$ cat src/rtl/ring_stimulus_generator.sv
// Programmable square-wave source for calibrating the ring-oscillator counter.
// Define RING_GEN_BURST_EN to add burst_len, the DONE state and the done pulse.
module ring_stimulus_generator #(
    parameter int WIDTH     = 16,
    parameter int CNT_WIDTH = 16
) (
    input  logic                 clk,
    input  logic                 rst_n,
    input  logic                 enable,
    input  logic                 load,
    input  logic [WIDTH-1:0]     half_period,
    input  logic                 start,
    input  logic                 stop,
`ifdef RING_GEN_BURST_EN
    input  logic [CNT_WIDTH-1:0] burst_len,
`endif
    output logic                 wave_out,
    output logic [CNT_WIDTH-1:0] pulse_count,
    output logic                 busy,
    output logic                 done
);

    typedef enum logic [1:0] {
        IDLE,
        RUN,
        DONE
    } state_t;

    state_t               state_q, state_d;
    logic [WIDTH-1:0]     hp_q, hp_d;
    logic [WIDTH-1:0]     act_q, act_d;
    logic [WIDTH-1:0]     phase_q, phase_d;
    logic [CNT_WIDTH-1:0] cnt_q, cnt_d;
    logic                 wave_q, wave_d;
    logic                 busy_q, busy_d;
    logic                 done_q, done_d;
    logic                 burst_hit;

    // act_q is the half-period in force; hp_q only lands in it at a toggle.
    assign hp_d = load ? ((half_period == '0) ? WIDTH'(1) : half_period)
                       : hp_q;

`ifdef RING_GEN_BURST_EN
    logic [CNT_WIDTH-1:0] burst_q, burst_d;

    assign burst_hit = (burst_q != '0) && (cnt_q >= burst_q);
`else
    assign burst_hit = 1'b0;
`endif

    always_comb begin
        state_d = state_q;
        act_d   = act_q;
        phase_d = phase_q;
        cnt_d   = cnt_q;
        wave_d  = wave_q;
`ifdef RING_GEN_BURST_EN
        burst_d = burst_q;
`endif
        unique case (state_q)
            IDLE: begin
                wave_d = 1'b0;
                if (start && !stop) begin
                    state_d = RUN;
                    cnt_d   = '0;
                    phase_d = '0;
                    act_d   = hp_d;
`ifdef RING_GEN_BURST_EN
                    burst_d = burst_len;
`endif
                end
            end
            RUN: begin
                if (stop) begin
                    state_d = IDLE;
                    wave_d  = 1'b0;
                end else if (enable) begin
                    if (phase_q == act_q - WIDTH'(1)) begin
                        phase_d = '0;
                        wave_d  = ~wave_q;
                        act_d   = hp_d;
                        if (!wave_q) begin
                            if (!(&cnt_q)) cnt_d = cnt_q + CNT_WIDTH'(1);
                        end else if (burst_hit) begin
                            state_d = DONE;
                        end
                    end else begin
                        phase_d = phase_q + WIDTH'(1);
                    end
                end
            end
            DONE: begin
                state_d = IDLE;
                wave_d  = 1'b0;
            end
            default: begin
                state_d = IDLE;
                wave_d  = 1'b0;
            end
        endcase
        busy_d = (state_d == RUN);
        done_d = (state_d == DONE);
    end

    always_ff @(posedge clk or negedge rst_n) begin
        if (!rst_n) begin
            state_q <= IDLE;
            hp_q    <= WIDTH'(1);
            act_q   <= WIDTH'(1);
            phase_q <= '0;
            cnt_q   <= '0;
            wave_q  <= 1'b0;
            busy_q  <= 1'b0;
            done_q  <= 1'b0;
`ifdef RING_GEN_BURST_EN
            burst_q <= '0;
`endif
        end else begin
            state_q <= state_d;
            hp_q    <= hp_d;
            act_q   <= act_d;
            phase_q <= phase_d;
            cnt_q   <= cnt_d;
            wave_q  <= wave_d;
            busy_q  <= busy_d;
            done_q  <= done_d;
`ifdef RING_GEN_BURST_EN
            burst_q <= burst_d;
`endif
        end
    end

    assign wave_out    = wave_q;
    assign pulse_count = cnt_q;
    assign busy        = busy_q;
    assign done        = done_q;

endmodule

$ cat config.mk
export PLATFORM = sky130hd
export DESIGN_NAME = ring_stimulus_generator
export DESIGN_NICKNAME = d
export VERILOG_FILES = /design/src/rtl/ring_stimulus_generator.sv
export SDC_FILE = /design/constraint.sdc
export NUM_CORES = 1
export LEC_CHECK = 0
export ABC_AREA = 1
export BUFFER_PORTS_ARGS = -buffer_cell sky130_fd_sc_hd__buf_2
export CELL_PAD_IN_SITES_DETAIL_PLACEMENT = 0
export CELL_PAD_IN_SITES_GLOBAL_PLACEMENT = 1
export CORE_UTILIZATION = 49
export CTS_BUF_LIST = sky130_fd_sc_hd__clkbuf_8
export DETAILED_ROUTE_END_ITERATION = 16
export GPL_TIMING_DRIVEN = 1
export PLACE_DENSITY_LB_ADDON = 0.1
export SYNTH_ARGS = -nofsm -noshare
export SYNTH_HDL_FRONTEND = slang
export SYNTH_SLANG_ARGS = --single-unit
$ cat constraint.sdc
create_clock -name clk -period 3.9 [get_ports clk]
set_input_delay 0.195 -clock clk [delete_from_list [all_inputs] [get_ports clk]]
set_output_delay 0.195 -clock clk [all_outputs]
set_load 0.03 [all_outputs]
==> out/results.txt, run 1 <==
Outcome -> finished, final reports clean
Max Slew Vio Count -> 0
Cell Chain, Critical Path -> inv_1 > ha_1 > xnor2_1 > nor2_1 > and3_1 > nand3b_4 > nor2_4 > nand2_4 > nand2_8 > nand3_4 > nand2_1 > nand2_1
Syn_area_per_cell -> 7.674 µm²
DRT Pass-1 Iters -> 5
Port Buffers -> 40
Post_cts resized -> 0
Syn-to-layout area delta -> 10.38%
# hold bufs at CTS -> 0
CP Max Fanout -> 34
Vias in the first global route -> 3481
Period utilization -> 63.41%
Startpoint types -> flop
Vias per cell -> 5.180
CP most frequent cell -> nand2_1
Slew at the pin closest to its max-slew limit -> 992.6 ps
Final min period -> 2473 ps
Clock skew -> 15.72 ps
Worst path slowest cell -> dfstp_2
Worst Reg2Reg Path Length in Cells -> 12
TNS Setup -> 0 ps
Multi-input logic area -> 2113 µm²
DP Wirelength -> 6.664 mm
Dpl ws -> 1425 ps
CP max stage delay -> 570 ps
Slew headroom -> 33.83%
Routed WL -> 9.077 mm
Number of synthesized register bits -> 69
Total track usage -> 23.28%
Top cells by area, synth -> dfrtp_1 (41%), nand2_1 (17%), xor2_1 (5.8%), nand3_1 (4.6%), nor2_1 (4.6%)
Final setup viols -> 0
Endpoints failing hold -> 0
Number of diodes -> 0
Pleak -> 2.222 nW
Yosys top cell by area -> dfrtp_1
Total CTS buffers -> 9
Sequential fraction of the synthesis area -> 42.20%
CP Capture Type -> flop
Fill count -> 744
Worst EP required -> 4120 ps
Die H -> 93.45 µm
Via count -> 3507
Unique masters post-synth -> 34
Storage element area -> 1729 µm²
NumNets Final -> 595
Initial Util -> 51.95%
Achievable Freq -> 404.4 MHz
Yosys top cell area share -> 40.92%
RD Place Congestion -> 0.8606
Full die area -> 8732 µm²
Critical Path AT -> 2700 ps
Core area -> 7888 µm²
I/O Pins -> 41
DRC -> 0
Die width -> 93.45 µm
Cell Area, Synth -> 4098 µm²
Clock Tree Buf Depth -> 2
Worst Hold Class -> primary input to async pin
Power, Total -> 0.001853 W
Share of cells above drive strength 1 -> 14.43%
DR WL/cell -> 13.41 µm
Post-CTS setup-driven buffer insertion count -> 0
First-pass GRT wire length -> 16.11 mm
Root Driver -> clkbuf_8
Final WS setup -> 1427 ps
RSZ-0062 raised after global routing -> no
YS warnings -> 0
Layout Utilization -> 57.34%
Antenna violations before repair -> 0
Later-pin clock latency in the skew report -> 340 ps
Synthesized instance count -> 534
CTS clk-pin slew, worst paths -> 80 ps
Pwr dens -> 409.6 nW/µm²
Largest net degree at the start of global routing -> 45
Rows -> 32
Peak supply drop -> 0.2359 mV
Detail Route Antenna Nets -> 0
Max Cap Viol -> 0
Iter 0 DRT Violations -> 165
Total global routing overflow -> 0
# H-tree levels -> 3
Critical path class -> flop to flop
TritonCTS Sinks -> 69
CTS tree -> done
## per-stage QoR
stage                     cells  hold slack (ps)  cell area (µm²)
after global placement      661            412.3             4332
final                       677            14.68             4523
after global routing        677            92.50             4523
after detailed placement    661            416.7             4332
after CTS                   677            45.29             4523
after floorplan             535           -100.6             4101
## power by group
part           switching [W]  internal, W  leakage, nW
logic               0.000270     0.000160         1.22
clock network       0.000282     0.000293       0.0968
registers          0.0000695     0.000778        0.905
## routing by layer
layer	wire length [µm]	GRT usage (%)	share of wire, %	vias to the layer above
met5	0	0	0	-
met4	91	6.795	1.0	0
met3	230	3.333	2.5	9
met2	4426	38.48	49	54
met1	4328	31.72	48	1651
li1	-	-	-	1793
## registers in the layout (all words and copies together) (netlist names)
signal	count
wave_out	1
busy	1
done	1
state_q	2
hp_q	16
phase_q	16
pulse_count	16
act_q	16
## path summary, 6_finish.rpt
path                       slack [ps]                 start                           to
setup / recovery                 1430  act_q[0]$_DFFE_PN1P_  pulse_count[12]$_DFFE_PN0P_
hold / removal                     10                 rst_n            hp_q[1]$_DFF_PN0_
setup reg to reg                 1430  act_q[0]$_DFFE_PN1P_  pulse_count[12]$_DFFE_PN0P_
hold reg to reg                   470     hp_q[6]$_DFF_PN0_            hp_q[6]$_DFF_PN0_
max in group asynchronous        2950                 rst_n        act_q[11]$_DFFE_PN0P_
min in group clk                  100        half_period[4]            hp_q[4]$_DFF_PN0_
## cells in the mapped netlist
master and count:
nand2_1 188, dfrtp_1 67, nor2_1 50, nand3_1 38, inv_1 35, nand4_1 27
xor2_1 27, o22ai_1 11, xnor2_1 11, o21ai_0 9, buf_4 7, nor2_4 7
nor4_1 7, clkbuf_1 6, nand3b_1 6, nor3_1 5, inv_2 4, nand2_4 4
nor2_2 4, buf_2 3, ha_1 3, buf_6 2, dfstp_2 2, a21oi_1 1
a21oi_2 1, and3_1 1, conb_1 1, nand2_8 1, nand3_4 1, nand3b_4 1
nor3b_1 1, o21ai_1 1, o21ai_2 1, o21bai_1 1
## area by class of cell
type | count | share of cell area, %
multi-input combinational | 409 | 46.72
clock inverter | 7 | 1.494
timing repair buffer | 42 | 4.758
inverter | 39 | 3.237
clock buffer | 9 | 2.739
tap | 102 | 2.822
sequential | 69 | 38.23
## cells in the final DEF, fill, tap and decap left out, types with 2 or more instances in the layout
cell          n
nor3_1        5
o22ai_1      11
clkinvlp_4    2
dfstp_2       2
xnor2_1      11
clkbuf_8      9
dfrtp_1      67
nor2_4        7
conb_1        2
inv_1        36
clkinv_2      2
o21ai_0       9
ha_1          3
nand4_1      27
buf_2        40
xor2_1       27
buf_4         2
nor2_1       50
nor4_1        7
inv_2         4
nand2_4       4
nand3_1      38
nand2_1     188
nor2_2        4
nand3b_1      6
## cell families after synthesis
group	count (synthesis)	share of synthesized area (%)
other	1	0.09152
adder cells (fa/ha/maj)	3	0.9161
XOR/XNOR	38	8.122
buffers and inverters	57	6.320
flip-flops	69	42.20
AND/OR/NAND/NOR	341	38.72
AO/OA/AOI/OAI	25	3.634
## worst max-delay path, delay by kind of cell (launching register included)
kind                       cells  cell delay, ps
buffers and inverters          1             110
and+or+nand+nor                9            1210
adders and majority gates      1             320
DFF                            1             570
xor gates and xnor gates       1             120
No activity file was read; power rests on OpenSTA's default activity.
==> inputs of run 2 (changes only) <==
Settings changed: ABC_AREA 1 to 0, CORE_UTILIZATION 49 to 47.
Clock period 3.9 ns to 2.3 ns, I/O delays scaled along.
==> run 2 against run 1 <==
Net effect: the run now ends with setup timing left; clock power rose by 79%; global-route usage rose by 4.4 points; sequential share of layout area fell by 6.8 points; register-to-register slack got worse by 2300 ps; die area fell by 1.7%; routed wire length rose by 25%; highest routed layer unchanged.
==> out/results.txt, run 2 <==
Clock Tree Buf Depth -> 2 (unchanged)
Port Buffers -> 40 (unchanged)
GRT met1 Usage -> 38.58% (was 31.72%)
Dpl ws -> -822.6 ps (was 1425 ps)
Commonest non-fill, non-tap cell in the layout -> buf_4 (was nand2_1)
Max Slew Vio Count -> 0 (unchanged)
Routed WL -> 11.36 mm (was 9.077 mm)
Share of cells above drive strength 1 -> 44.66% (was 14.43%)
CTS tree -> done (unchanged)
Detail Route Antenna Nets -> 0 (unchanged)
Synthesized instance count -> 395 (was 534)
Worst EP required -> 2540 ps (was 4120 ps)
Total CTS buffers -> 9 (unchanged)
Vias per cell -> 5.855 (was 5.180)
TNS Setup -> -35130 ps (was 0 ps)
Total track usage -> 27.67% (was 23.28%)
Number of synthesized register bits -> 69 (unchanged)
Initial Util -> 49.20% (was 51.95%)
YS warnings -> 0 (unchanged)
CP Depth -> 7 (was 12)
GR Layer Usage met2 -> 44.01% (was 38.48%)
Syn_area_per_cell -> 9.775 µm² (was 7.674 µm²)
Final WS setup -> -846.9 ps (was 1427 ps)
I/O Pins -> 41 (unchanged)
Sequential fraction of the synthesis area -> 44.78% (was 42.20%)
Number of diodes -> 0 (unchanged)
Total global routing overflow -> 0 (unchanged)
Busiest metal layer after global routing -> met2 (unchanged)
DP Area -> 4783 µm² (was 4332 µm²)
Hold path cells -> 2
Post-synth top cells -> dfrtp_1 (67), a31oi_1 (29), nand2_1 (27), nand3_1 (21) (was nand2_1 (188), dfrtp_1 (67), nor2_1 (50), nand3_1 (38), inv_1 (35))
Top cells by area, synth -> dfrtp_1 (43%), mux2_2 (5.0%), a31oi_1 (4.7%), mux2_1 (4.4%), nand3_1 (2.7%) (was dfrtp_1 (41%), nand2_1 (17%), xor2_1 (5.8%), nand3_1 (4.6%), nor2_1 (4.6%))
Endpoints failing hold -> 0 (unchanged)
Later-pin clock latency in the skew report -> 350 ps (was 340 ps)
First-pass GRT wire length -> 18.17 mm (was 16.11 mm)
TritonCTS Sinks -> 69 (unchanged)
Layout Utilization -> 70.15% (was 57.34%)
Pleak -> 2.443 nW (was 2.222 nW)
DR WL/cell -> 18.15 µm (was 13.41 µm)
Clock skew -> 10.98 ps (was 15.72 ps)
Slew at the pin closest to its max-slew limit -> 533.6 ps (was 992.6 ps)
CP Max Fanout -> 3 (was 34)
Die width -> 92.64 µm (was 93.45 µm)
Final min period -> 3147 ps (was 2473 ps)
DRC -> 0 (unchanged)
CP Capture Type -> flop (unchanged)
Storage element area -> 1729 µm² (unchanged)
CP most frequent cell -> or4_4 (was nand2_1)
Worst path slowest cell -> or4_4 (was dfstp_2)
Rows -> 32 (unchanged)
Iter 0 DRT Violations -> 227 (was 165)
Worst Hold Class -> primary input to flop (was primary input to async pin)
Most common cell in the synthesized netlist -> dfrtp_1 (was nand2_1)
Cell area after layout -> 5505 µm² (was 4523 µm²)
Root Driver -> clkbuf_8 (unchanged)
Post-synth EDFFs -> 0 (unchanged)
CP bufs+invs -> 0 (was 1)
Unique masters post-synth -> 55 (was 34)
NumNets Final -> 544 (was 595)
Peak supply drop -> 0.4322 mV (was 0.2359 mV)
Pwr dens -> 662.1 nW/µm² (was 409.6 nW/µm²)
Met3 usage -> 4.269% (was 3.333%)
DRT Pass-1 Iters -> 5 (unchanged)
# H-tree levels -> 3 (unchanged)
Cell Area, Synth -> 3861 µm² (was 4098 µm²)
Via count -> 3665 (was 3507)
Slew headroom -> 64.10% (was 33.83%)
Fill count -> 626 (was 744)
Antenna violations before repair -> 0 (unchanged)
Critical path class -> flop to flop (unchanged)
Period utilization -> 136.8% (was 63.41%)
Yosys top cell area share -> 43.42% (was 40.92%)
Vias in the first global route -> 3621 (was 3481)
RSZ-0062 raised after global routing -> yes (was no)
CP max stage delay -> 530 ps (was 570 ps)
CTS clk-pin slew, worst paths -> 90 ps (was 80 ps)
Async SR Flop Fraction -> 100.0% (unchanged)
Multi-input logic area -> 2394 µm² (was 2113 µm²)
Full die area -> 8582 µm² (was 8732 µm²)
Startpoint types -> flop (unchanged)
Achievable Freq -> 317.8 MHz (was 404.4 MHz)
DP Wirelength -> 7.717 mm (was 6.664 mm)
Max Cap Viol -> 0 (unchanged)
Critical Path AT -> 3390 ps (was 2700 ps)
Syn-to-layout area delta -> 42.58% (was 10.38%)
Core area -> 7848 µm² (was 7888 µm²)
Die H -> 92.64 µm (was 93.45 µm)
Final setup viols -> 49 (was 0)
Cell Chain, Critical Path -> or4_4 > or4_4 > or4_4 > a211oi_2 > nand4_1 > or3_1 > a2111oi_2 (was inv_1 > ha_1 > xnor2_1 > nor2_1 > and3_1 > nand3b_4 > nor2_4 > nand2_4 > nand2_8 > nand3_4 > nand2_1 > nand2_1)
Outcome -> finished with violations (was finished, final reports clean)
Top_reg_cell synth -> dfrtp_1 (unchanged)
Yosys top cell by area -> dfrtp_1 (unchanged)
Commonest non-fill, non-tap cells in the layout -> buf_4 (75), dfrtp_1 (67), buf_2 (40), nand2_1 (26), a31oi_1 (23) (was nand2_1 (188), dfrtp_1 (67), nor2_1 (50), buf_2 (40), nand3_1 (38))
RD Place Congestion -> 0.8464 (was 0.8606)
Crit path max-delay family -> simple AND/OR/NAND/NOR gates (unchanged)
Violated checks -> setup timing
Worst Reg2Reg Path Length in Cells -> 7 (was 12)
Largest net degree at the start of global routing -> 29 (was 45)
-- run 2: changes by cell type after synthesis, sizes merged, moves of 16 or more --
cell	delta
a31oi	+29
nand4	-16
nand2	-166
nor2	-44
nand3	-18
xor2	-19
mux2	+32
inv	-26
-- run 2: layout make-up --
cell class	instances	area share [%]
Multi-Input combinational cell	293	43.48
Inverter	13	0.8864
Sequential cell	69	31.41
Timing Repair Buffer	133	18.18
Clock inverter	7	1.477
Tap cell	102	2.318
Clock buffer	9	2.250
-- run 2: per-stage QoR --
stage                     total power [W]  hold slack [ps]  cells
after floorplan                  0.001947           -180.6    396
after detailed placement         0.002412            98.18    597
after global placement           0.002378            87.55    597
after global routing             0.003821            18.78    626
after CTS                        0.003569            15.92    620
final                            0.003645            34.43    626
-- run 2: kinds of logic after synthesis --
logic type / count (synthesis) / share of synthesized area (%)
buffers and inverters: 34 / 3.435
other: 1 / 0.09712
AOI/OAI and AO/OA: 80 / 14.06
DFF: 69 / 44.78
adders and majority gates: 3 / 0.9722
muxes: 34 / 9.851
xor gates and xnor gates: 16 / 3.629
and+or+nand+nor: 158 / 23.17
-- run 2: final timing paths --
path                                            start                       to  slack, ps
worst max-delay path            act_q[10]$_DFFE_PN0P_     wave_out$_DFFE_PN0P_       -850
worst min-delay path                   half_period[7]        hp_q[7]$_DFF_PN0_         30
worst max register to register  act_q[10]$_DFFE_PN0P_     wave_out$_DFFE_PN0P_       -850
worst min register to register      hp_q[7]$_DFF_PN0_        hp_q[7]$_DFF_PN0_        500
max in group asynchronous                       rst_n  phase_q[10]$_DFFE_PN0P_       1300
min in group asynchronous                       rst_n        hp_q[3]$_DFF_PN0_        240
-- run 2: where the power goes --
group          internal (W)  switching (W)
sequential          0.00135      0.0000839
clock              0.000516       0.000518
combinational      0.000587       0.000592
total               0.00245        0.00119
-- run 2: repair_timing --
| item | 4_1_cts | 5_1_grt |
|---|---|---|
| setup buffers | 4 | 8 |
| pin swaps | 10 | 14 |
| gates cloned | 2 | 1 |
| hold buffers | 2 | 0 |
| hold endpoints to repair | 20 | 0 |
| gates resized for setup | 42 | 39 |
| setup endpoints to repair | 49 | 49 |
-- run 2: routing by layer --
metal | up-vias | wire, µm
met5 | - | 0
met4 | 0 | 235
met3 | 19 | 544
met2 | 99 | 5443
met1 | 1808 | 5136
li1 | 1739 | -
-- run 2: worst reg2reg max path: cells and delay by family (launching register included) --
family             cells  cell delay, ps
and+or+nand+nor        5            2050
DFF                    1             380
AOI/OAI and AO/OA      2             600
